## src/rtl/modclk_monitor.sv

```systemverilog
// modclk_monitor: oversampling receive-side checker for MOD/MODN/MODL.
// Measures period, high time, dead time and phase; tracks lock and faults.
module modclk_monitor #(
  parameter int CNT_W       = 16,
  parameter int SYNC_STAGES = 2,
  parameter int LOCK_COUNT  = 8,
  parameter int TOL         = 2,
  parameter int TIMEOUT     = 1024
) (
  input  logic             CLK_IN,
  input  logic             RESET,
  input  logic             MOD_IN,
  input  logic             MODN_IN,
  input  logic             MODL_IN,
  input  logic             CLR_ERR,
  output logic [CNT_W-1:0] PERIOD,
  output logic [CNT_W-1:0] HIGH_TIME,
  output logic [CNT_W-1:0] DEAD_TIME,
  output logic [CNT_W-1:0] PHASE,
  output logic             MEAS_VALID,
  output logic             LOCKED,
  output logic             OVERLAP_ERR,
  output logic             MISSING_ERR
);

  typedef enum logic [1:0] {
    S_SEARCH,
    S_TRACK,
    S_LOCK
  } state_t;

  localparam int MW = $clog2(LOCK_COUNT + 1);
  localparam logic [CNT_W-1:0] ONES  = '1;
  localparam logic [CNT_W-1:0] ONE   = CNT_W'(1);
  localparam logic [CNT_W-1:0] TOL_C = CNT_W'(TOL);
  localparam logic [CNT_W-1:0] TO_C  = CNT_W'(TIMEOUT);
  localparam logic [MW-1:0]    LC_C  = MW'(LOCK_COUNT);

  // bit 0 = MOD, bit 1 = MODN, bit 2 = MODL
  logic [SYNC_STAGES-1:0][2:0] r_sync;
  logic [2:0]                  r_prev;
  logic [2:0]                  w_s;
  logic [2:0]                  w_rise;
  logic                        w_mod_rise;
  logic                        w_mod_fall;
  logic                        w_modn_rise;
  logic                        w_modl_rise;
  logic                        w_ovl_ev;

  logic [CNT_W-1:0] r_cnt;
  logic [CNT_W-1:0] r_fall;
  logic [CNT_W-1:0] r_dn;
  logic [CNT_W-1:0] r_ph;
  logic             r_fall_v;
  logic             r_dn_v;
  logic             r_ph_v;
  logic             w_fall_seen;
  logic [CNT_W-1:0] w_fall_stamp;
  logic [CNT_W-1:0] w_hi_val;
  logic [CNT_W-1:0] w_dn_val;
  logic [CNT_W-1:0] w_ph_val;

  state_t           r_state;
  state_t           w_state_n;
  logic [MW-1:0]    r_match;
  logic [MW-1:0]    w_match_n;
  logic [MW-1:0]    w_match_inc;
  logic             r_first;
  logic             w_first_n;
  logic             w_latch;
  logic             w_miss_ev;
  logic [CNT_W-1:0] w_diff;
  logic             w_in_tol;
  logic             w_timeout;

  logic [CNT_W-1:0] r_period;
  logic [CNT_W-1:0] r_high;
  logic [CNT_W-1:0] r_dead;
  logic [CNT_W-1:0] r_phase;
  logic             r_valid;
  logic             r_locked;
  logic             r_ovl;
  logic             r_miss;

  always_ff @(posedge CLK_IN or posedge RESET) begin
    if (RESET) begin
      r_sync <= '0;
      r_prev <= '0;
    end else begin
      r_sync <= {r_sync[SYNC_STAGES-2:0], MODL_IN, MODN_IN, MOD_IN};
      r_prev <= w_s;
    end
  end

  assign w_s         = r_sync[SYNC_STAGES-1];
  assign w_rise      = w_s & ~r_prev;
  assign w_mod_rise  = w_rise[0];
  assign w_modn_rise = w_rise[1];
  assign w_modl_rise = w_rise[2];
  assign w_mod_fall  = ~w_s[0] & r_prev[0];
  assign w_ovl_ev    = w_s[0] & w_s[1];

  // A MODN rise in the same cycle as the MOD fall counts (dead time 0)
  assign w_fall_seen  = r_fall_v | w_mod_fall;
  assign w_fall_stamp = w_mod_fall ? r_cnt : r_fall;

  always_ff @(posedge CLK_IN or posedge RESET) begin
    if (RESET) begin
      r_cnt    <= '0;
      r_fall   <= '0;
      r_dn     <= '0;
      r_ph     <= '0;
      r_fall_v <= 1'b0;
      r_dn_v   <= 1'b0;
      r_ph_v   <= 1'b0;
    end else begin
      if (w_mod_rise) begin
        r_cnt <= ONE;
      end else if (r_cnt != ONES) begin
        r_cnt <= r_cnt + ONE;
      end
      if (w_mod_rise) begin
        r_fall_v <= 1'b0;
        r_dn_v   <= 1'b0;
        r_ph_v   <= w_modl_rise;
        r_ph     <= '0;
      end else begin
        if (w_mod_fall && !r_fall_v) begin
          r_fall_v <= 1'b1;
          r_fall   <= r_cnt;
        end
        if (w_modn_rise && w_fall_seen && !r_dn_v) begin
          r_dn_v <= 1'b1;
          r_dn   <= r_cnt - w_fall_stamp;
        end
        if (w_modl_rise && !r_ph_v) begin
          r_ph_v <= 1'b1;
          r_ph   <= r_cnt;
        end
      end
    end
  end

  assign w_hi_val = r_fall_v ? r_fall : ONES;
  assign w_dn_val = r_dn_v ? r_dn : ONES;
  assign w_ph_val = r_ph_v ? r_ph : ONES;

  assign w_diff = (r_cnt >= r_period) ? (r_cnt - r_period)
                                      : (r_period - r_cnt);
  assign w_in_tol    = (w_diff <= TOL_C);
  assign w_timeout   = (r_cnt >= TO_C) && !w_mod_rise;
  assign w_match_inc = r_match + MW'(1);

  always_comb begin
    w_state_n = r_state;
    w_match_n = r_match;
    w_first_n = r_first;
    w_latch   = 1'b0;
    w_miss_ev = 1'b0;
    unique case (r_state)
      S_SEARCH: begin
        if (w_mod_rise) begin
          w_state_n = S_TRACK;
          w_match_n = '0;
          w_first_n = 1'b1;
        end
      end
      S_TRACK: begin
        if (w_mod_rise) begin
          w_latch   = 1'b1;
          w_first_n = 1'b0;
          if (r_first) begin
            w_match_n = '0;
          end else if (w_in_tol) begin
            w_match_n = w_match_inc;
            if (w_match_inc >= LC_C) begin
              w_state_n = S_LOCK;
            end
          end else begin
            w_match_n = '0;
          end
        end else if (w_timeout) begin
          w_state_n = S_SEARCH;
          w_match_n = '0;
          w_miss_ev = 1'b1;
        end
      end
      S_LOCK: begin
        if (w_mod_rise) begin
          w_latch = 1'b1;
          if (!w_in_tol) begin
            w_state_n = S_TRACK;
            w_match_n = '0;
          end
        end else if (w_timeout) begin
          w_state_n = S_SEARCH;
          w_match_n = '0;
          w_miss_ev = 1'b1;
        end
      end
      default: begin
        w_state_n = S_SEARCH;
        w_match_n = '0;
      end
    endcase
  end

  always_ff @(posedge CLK_IN or posedge RESET) begin
    if (RESET) begin
      r_state  <= S_SEARCH;
      r_match  <= '0;
      r_first  <= 1'b0;
      r_period <= '0;
      r_high   <= '0;
      r_dead   <= '0;
      r_phase  <= '0;
      r_valid  <= 1'b0;
      r_locked <= 1'b0;
      r_ovl    <= 1'b0;
      r_miss   <= 1'b0;
    end else begin
      r_state  <= w_state_n;
      r_match  <= w_match_n;
      r_first  <= w_first_n;
      r_valid  <= w_latch;
      r_locked <= (w_state_n == S_LOCK);
      if (w_latch) begin
        r_period <= r_cnt;
        r_high   <= w_hi_val;
        r_dead   <= w_dn_val;
        r_phase  <= w_ph_val;
      end
      // A new fault in the clearing cycle still sets the flag
      r_ovl  <= (r_ovl & ~CLR_ERR) | w_ovl_ev;
      r_miss <= (r_miss & ~CLR_ERR) | w_miss_ev;
    end
  end

  assign PERIOD      = r_period;
  assign HIGH_TIME   = r_high;
  assign DEAD_TIME   = r_dead;
  assign PHASE       = r_phase;
  assign MEAS_VALID  = r_valid;
  assign LOCKED      = r_locked;
  assign OVERLAP_ERR = r_ovl;
  assign MISSING_ERR = r_miss;

endmodule

```

## config.mk

```make
export PLATFORM = sky130hd
export DESIGN_NAME = modclk_monitor
export DESIGN_NICKNAME = d
export VERILOG_FILES = /design/src/rtl/modclk_monitor.sv
export SDC_FILE = /design/constraint.sdc
export NUM_CORES = 1
export LEC_CHECK = 0
export CAP_MARGIN = 10
export CORE_UTILIZATION = 45
export CTS_CLUSTER_DIAMETER = 60
export DETAILED_ROUTE_END_ITERATION = 6
export MAX_ROUTING_LAYER = met4
export PLACE_DENSITY = 0.71
export SLEW_MARGIN = 20
export SYNTH_ARGS = -nofsm -noshare
export SYNTH_HDL_FRONTEND = slang
export SYNTH_SLANG_ARGS = --single-unit
```

## constraint.sdc

```tcl
create_clock -name CLK_IN -period 12 [get_ports CLK_IN]
set_input_delay 3 -clock CLK_IN [delete_from_list [all_inputs] [get_ports CLK_IN]]
set_output_delay 3 -clock CLK_IN [all_outputs]
set_load 0.05 [all_outputs]
```

==> flow_summary.yaml, run 1 <==
global_route:
  grt_usage: 0.229
  grt_max_degree: 93
  grt_remaining_overflow: 0
  antenna_found_initial: 0
  grt_pass1_wl_mm: 35.0
  first_global_vias: 6782
clock_network:
  clkTransAtPathRegs_ps: 60
  root_buffer: "clkbuf_16"
  cts_buffers: 17
  clock_latency_ps: 420
  cts_buffer_depth: 2
  postCtsSetupBuffers: 0
  cts_hold_buf: 0
  tritoncts: "yes"
  clock-sinks: 151
  htreeDepth: 4
  post_cts_resize_count: 0
hold_path:
  hp-class: "reg -> reg"
die:
  die_area_um2: 20000
  start_util: 0.463
  std_cell_rows: 50
  core_area_um2: 18900
  die_w_um: 141
  die_y_um: 141
  ios: 74
cells_and_area:
  drive_gt1_frac: 0.0489
  areaGrowthSynthToFinish_pct: 17.4
  antenna_cells: 0
  multiInputGateArea_um2: 4360
  nFillCells: 1788
  layout.nets: 1134
  fin_util: 0.544
  regArea_um2: 3780
yosys:
  syn-instance-count: 1028
  synth-compound-area-share: 0.186
  synth_area_leader_cell: "dfrtp_1"
  async_reset_ff_frac: 1.00
  synth_top_cells_by_area: "dfrtp_1 (43%), ha_1 (7.6%), nand2_1 (5.1%)"
  syn_area_um2: 8750
  synth_cell_types: 67
  yosysSeqAreaShare: 0.432
  synth_fa_ha_area_frac: 0.0827
  synth.avg_cell_area_um2: 8.51
  synthMuxAreaShare: 0.0106
  synth_edf_count: 0
  synth_nets: 1090
  yosysTopAreaCellShare: 0.432
  yosys.area_share.simple: 0.183
  synth_warnings: 0
  synth-xor-area-share: 0.0360
  ys.flop_type: "dfrtp_1"
  synth_top_family_by_area: "compound AO/OA/AOI/OAI gates"
  ys_ff_latch: 151
placement:
  gp_routability_congestion: 0.908
  place_hpwl_mm: 15.2
  io_buffers: 73
sta:
  max_clock_freq_mhz: 212
  setup_viol: 0
  finalCriticalPeriod_ps: 4710
  fin_crit_sh: 0.393
  timing.slew.headroom: 0.269
  rsz0062_at_grt: "false"
  worst_slew_pin_slew_ps: 1090
  fin_skew_ps: 9.58
  final-max-slew-violation-count: 0
  hold_viol_final: 0
  setup_tns_ps: 0
route:
  drc: 0
  via_per_inst: 5.39
  routed_wl_mm: 21.1
  drt_iter0_drc: 556
  wl_per_cell_um: 15.7
  vias: 7234
  ant_nets: 0
  dr.pass1.iters: 6
power_and_ir_drop:
  clkPwrFrac: 0.251
  power.switching_uw: 894
  combPwrFrac: 0.460
  switching_share: 0.394
  pwr-share-seq: 0.290
  internal_power_uw: 1370
  vdd_drop_max_v: 0.000155
  power_density_nw_per_um2: 221
  leakage_uw: 0.00445
setup_path:
  cp_num_buf_inv: 1
  cp-end-kind: "output port"
  startpoint_type: "flop"
  path_max_fanout: 5
  max_stage_delay_ps: 840
  critPathKind: "reg -> out"
  critPathArrivalTime_ps: 1710
  cp_cell_sequence: "clkdlybuf4s50_1"
  required_ps: 9000
  cpMaxStageDelayCell: "clkdlybuf4s50_1"
  cp_top_family: "buffers and inverters"
run_status:
  status: "completed"
job:
  cap_violations: 0
layout make-up:
cell class,instances,area share
timing repair buffer,80,0.0762
multi-input combinational,717,0.425
inverter,105,0.0389
sequential,151,0.368
clock inverter,10,0.0173
tap,260,0.0317
clock buffer,20,0.0435
power groups by stage:
stage               clock (µW)  sequential [µW]  combinational (µW)
finish                     568              657                1040
global route               598              668                1140
CTS                        575              657                1040
detailed placement           0              665                1030
global placement             0              664                1020
floorplan                    0              779                 671
kinds of logic (layout without fill, tap and decap cells):
logic type,Yosys count,count (layout)
mux,9,9
simple gates,350,350
fa+ha+maj,56,56
compound gates,266,266
xor+xnor,36,36
buf+inv,160,215
flops,151,151
flip-flops by register name (all words and copies together) (netlist names), 16 cells and up:
register and count:
r_fall 16, HIGH_TIME 16, r_cnt 16, DEAD_TIME 16, PHASE 16, r_dn 16, PERIOD 16, r_ph 16
layout by cell type, fill, tap and decap left out, types with 5 or more instances in the layout:
master / count
dfrtp_1: 151
clkbuf_16: 17
xor2_1: 15
xnor2_1: 21
nor2_1: 117
clkdlybuf4s50_1: 73
buf_4: 7
nand4_1: 12
mux2i_1: 7
a21o_1: 10
o21a_1: 8
and3_1: 6
nand2b_1: 9
nand2_1: 119
o21ai_0: 74
nand3_1: 21
ha_1: 53
a31oi_1: 56
a21oi_1: 69
nor2b_1: 14
a211oi_1: 6
nor3_1: 17
nor4b_1: 6
bufinv_16: 5
inv_1: 103
synthesized netlist by cell type, types with 5 or more instances:
master	n
ha_1	53
o21ai_0	74
a21oi_1	69
nor4_1	5
nand2b_1	9
xor2_1	15
a31oi_1	56
nor3_1	17
nand2_1	119
inv_1	104
xnor2_1	21
nand4_1	12
nor4b_1	6
mux2i_1	7
a21o_1	10
a211oi_1	6
clkbuf_1	52
nor2_1	117
nand3_1	21
and3_1	6
nor2b_1	15
dfrtp_1	151
o21a_1	8
worst paths after layout:
path | slack [ps] | depth (start not counted) | startpoint | to
max | 7290 | 1 | PERIOD[1]$_DFFE_PP0P_ | PERIOD[1]
min | 350 | 0 | r_sync[2]$_DFF_PP0_ | w_s[2]$_DFF_PP0_
max reg2reg | 7620 | 13 | r_cnt[0]$_DFFE_PP0P_ | r_match[0]$_DFFE_PP0P_
min reg2reg | 350 | 0 | r_sync[2]$_DFF_PP0_ | w_s[2]$_DFF_PP0_
max in group asynchronous | 7580 | 3 | RESET | r_ph[12]$_DFFE_PP0P_
min in group asynchronous | 3120 | 2 | RESET | r_ph_v$_DFFE_PP0P_
routing by layer:
metal | up-vias | share of wire | routed length, µm | global-route usage
met5 | - | 0 | 0 | -
met4 | 0 | 0.012 | 244 | 0.0487
met3 | 19 | 0.048 | 1020 | 0.0385
met2 | 182 | 0.45 | 9520 | 0.346
met1 | 3437 | 0.49 | 10400 | 0.323
li1 | 3596 | - | - | -
per-stage QoR:
step	std cells	setup WS [ps]	power, µW	area (µm²)	hold WS, ps
after detailed placement	1313	7040	1690	9640	340
after floorplan	1028	4940	1450	8750	331
after CTS	1343	7270	2270	10300	352
after global placement	1313	7050	1680	9640	336
final	1343	7290	2270	10300	351
after global routing	1343	7240	2410	10300	365
Power figures use the tool's default switching activity.
==> inputs of run 2 (changes only) <==
==> constraint.sdc (replaced) <==
create_clock -name CLK_IN -period 4.7 [get_ports CLK_IN]
set_input_delay 1.175 -clock CLK_IN [delete_from_list [all_inputs] [get_ports CLK_IN]]
set_output_delay 1.175 -clock CLK_IN [all_outputs]
set_load 0.05 [all_outputs]
==> run 2 against run 1 <==
Combinational power grew to 2.6 times the previous value. Sequential share of layout area fell by 0.071 points. Sequential power rose to 2.6 times the previous value. Count of clock-buffer cells in the layout fell by 1. Worst hold slack worse by 4.3 ps. Critical path depth increased by 12. Die area is the same. Sequential cell count is the same. Clock power increased to 2.6 times the previous value. Global-route usage is 1.1 points higher. Core utilization is 0.11 points higher. Cell area increased by 0.19%.
==> flow_summary.yaml, run 2 (same netlist as run 1, synthesis figures left out) <==
run_status:
  status: "completed"
placement:
  dp_cells: 1314
  place_hpwl_mm: 15.8
  io_buffers: 73
  gp_routability_congestion: 0.938
cells_and_area:
  fin_cells: 1346
  multiInputGateArea_um2: 4360
  areaGrowthSynthToFinish_pct: 17.7
  layout_commonest_cell: "dfrtp_1"
  drive_gt1_frac: 0.0516
  antenna_cells: 0
  final_cell_mix: "dfrtp_1 (151), nand2_1 (119), nor2_1 (116)"
  regArea_um2: 3780
  fin_util: 0.545
  nFillCells: 1733
  layout.nets: 1135
sta:
  fin_skew_ps: 7.60
  final-max-slew-violation-count: 0
  setup_tns_ps: 0
  setup_viol: 0
  worst_slew_pin_slew_ps: 996
  timing.slew.headroom: 0.335
  fin_crit_sh: 0.900
  max_clock_freq_mhz: 236
  whs_ps: 347
  rsz0062_at_grt: "false"
  finalCriticalPeriod_ps: 4230
  hold_viol_final: 0
setup_path:
  cp-end-kind: "flop"
  rrSetupSlack_ps: 470
  critPathArrivalTime_ps: 4570
  path_max_fanout: 6
  critPathKind: "reg -> reg"
  required_ps: 5040
  max_stage_delay_ps: 540
  cp_cell_sequence: "inv_1, ha_1, fa_1, or2b_1, a21oi_1, a31oi_1, o31ai_1, xor2_1, nor4_1, nand4_1, a2111oi_4, a31oi_1, o21ai_0"
  crit_top_cell: "a31oi_1"
  cpMaxStageDelayCell: "a2111oi_4"
  startpoint_type: "flop"
clock_network:
  clock_latency_ps: 430
  root_buffer: "clkbuf_16"
  post_cts_resize_count: 0
  clock-sinks: 151
  cts_buffer_depth: 2
  cts_buffers: 17
  tritoncts: "yes"
  cts_hold_buf: 0
  clkTransAtPathRegs_ps: 70
  htreeDepth: 4
  postCtsSetupBuffers: 0
die:
  std_cell_rows: 50
  start_util: 0.463
  die_w_um: 141
  ios: 74
  core_area_um2: 18900
  die_area_um2: 20000
  die_y_um: 141
global_route:
  antenna_found_initial: 0
  first_global_vias: 7067
  grt_usage: 0.239
  grt_max_degree: 101
  grt_remaining_overflow: 0
  grt_pass1_wl_mm: 36.4
route:
  wl_per_cell_um: 16.4
  dr.pass1.iters: 5
  via_per_inst: 5.47
  drt_iter0_drc: 475
  vias: 7368
  routed_wl_mm: 22.0
  drc: 0
  ant_nets: 0
power_and_ir_drop:
  leakage_uw: 0.00446
  power_density_nw_per_um2: 566
  vdd_drop_max_v: 0.000343
job:
  cap_violations: 0
hold_path:
  hp-class: "reg -> reg"
[run 2: cell count changes in the layout (fill, tap and decap cells not counted), sizes merged]
cell	delta
buf	+1
clkbuf	-1
inv	+2
clkinv	+1
clkinvlp	+1
bufinv	-1
[run 2: stage by stage]
| stage | instance area (µm²) | worst slack (ps) | total power [µW] |
|---|---|---|---|
| 3_3_place_gp | 9660 | 839 | 4310 |
| 4_1_cts | 10300 | 588 | 5820 |
| 6_report | 10300 | 470 | 5820 |
| 3_5_place_dp | 9660 | 606 | 4340 |
| 2_1_floorplan | 8750 | 1090 | 3700 |
| 5_1_grt | 10300 | 195 | 6180 |
[run 2: final timing paths]
path,startpoint,cells after the start,endpoint
min in group asynchronous,RESET,2,r_sync[2]$_DFF_PP0_
worst max register to register,r_cnt[0]$_DFFE_PP0P_,13,r_match[3]$_DFFE_PP0P_
worst max-delay path,r_cnt[0]$_DFFE_PP0P_,13,r_match[3]$_DFFE_PP0P_
worst min-delay path,r_sync[1]$_DFF_PP0_,0,w_s[1]$_DFF_PP0_
max in group asynchronous,RESET,3,HIGH_TIME[0]$_DFFE_PP0P_
worst min register to register,r_sync[1]$_DFF_PP0_,0,w_s[1]$_DFF_PP0_
[run 2: power by group]
group / internal [µW] / switching (µW) / leakage [µW]
clock: 898 / 563 / 0.000304
sequential: 1500 / 182 / 0.00188
combinational: 1060 / 1620 / 0.00227
[run 2: worst max-delay path, delay by kind of cell (launching register included)]
family | cells | cell delay [ps]
simple gates | 3 | 790
compound gates | 6 | 1920
buf+inv | 1 | 160
flops | 1 | 450
xor+xnor | 1 | 160
fa+ha+maj | 2 | 660
[run 2: metal layers]
metal | track usage | wire (µm)
met5 | - | 0
met4 | 0.0730 | 422
met3 | 0.0442 | 970
met2 | 0.366 | 10100
met1 | 0.323 | 10600
[run 2: final cells by class]
cell class / count / share of cell area
Sequential cell: 151 / 0.367
Timing Repair Buffer: 81 / 0.0780
Inverter: 105 / 0.0387
Clock inverter: 13 / 0.0191
Tap cell: 260 / 0.0316
Clock buffer: 19 / 0.0421
Multi-Input combinational cell: 717 / 0.423
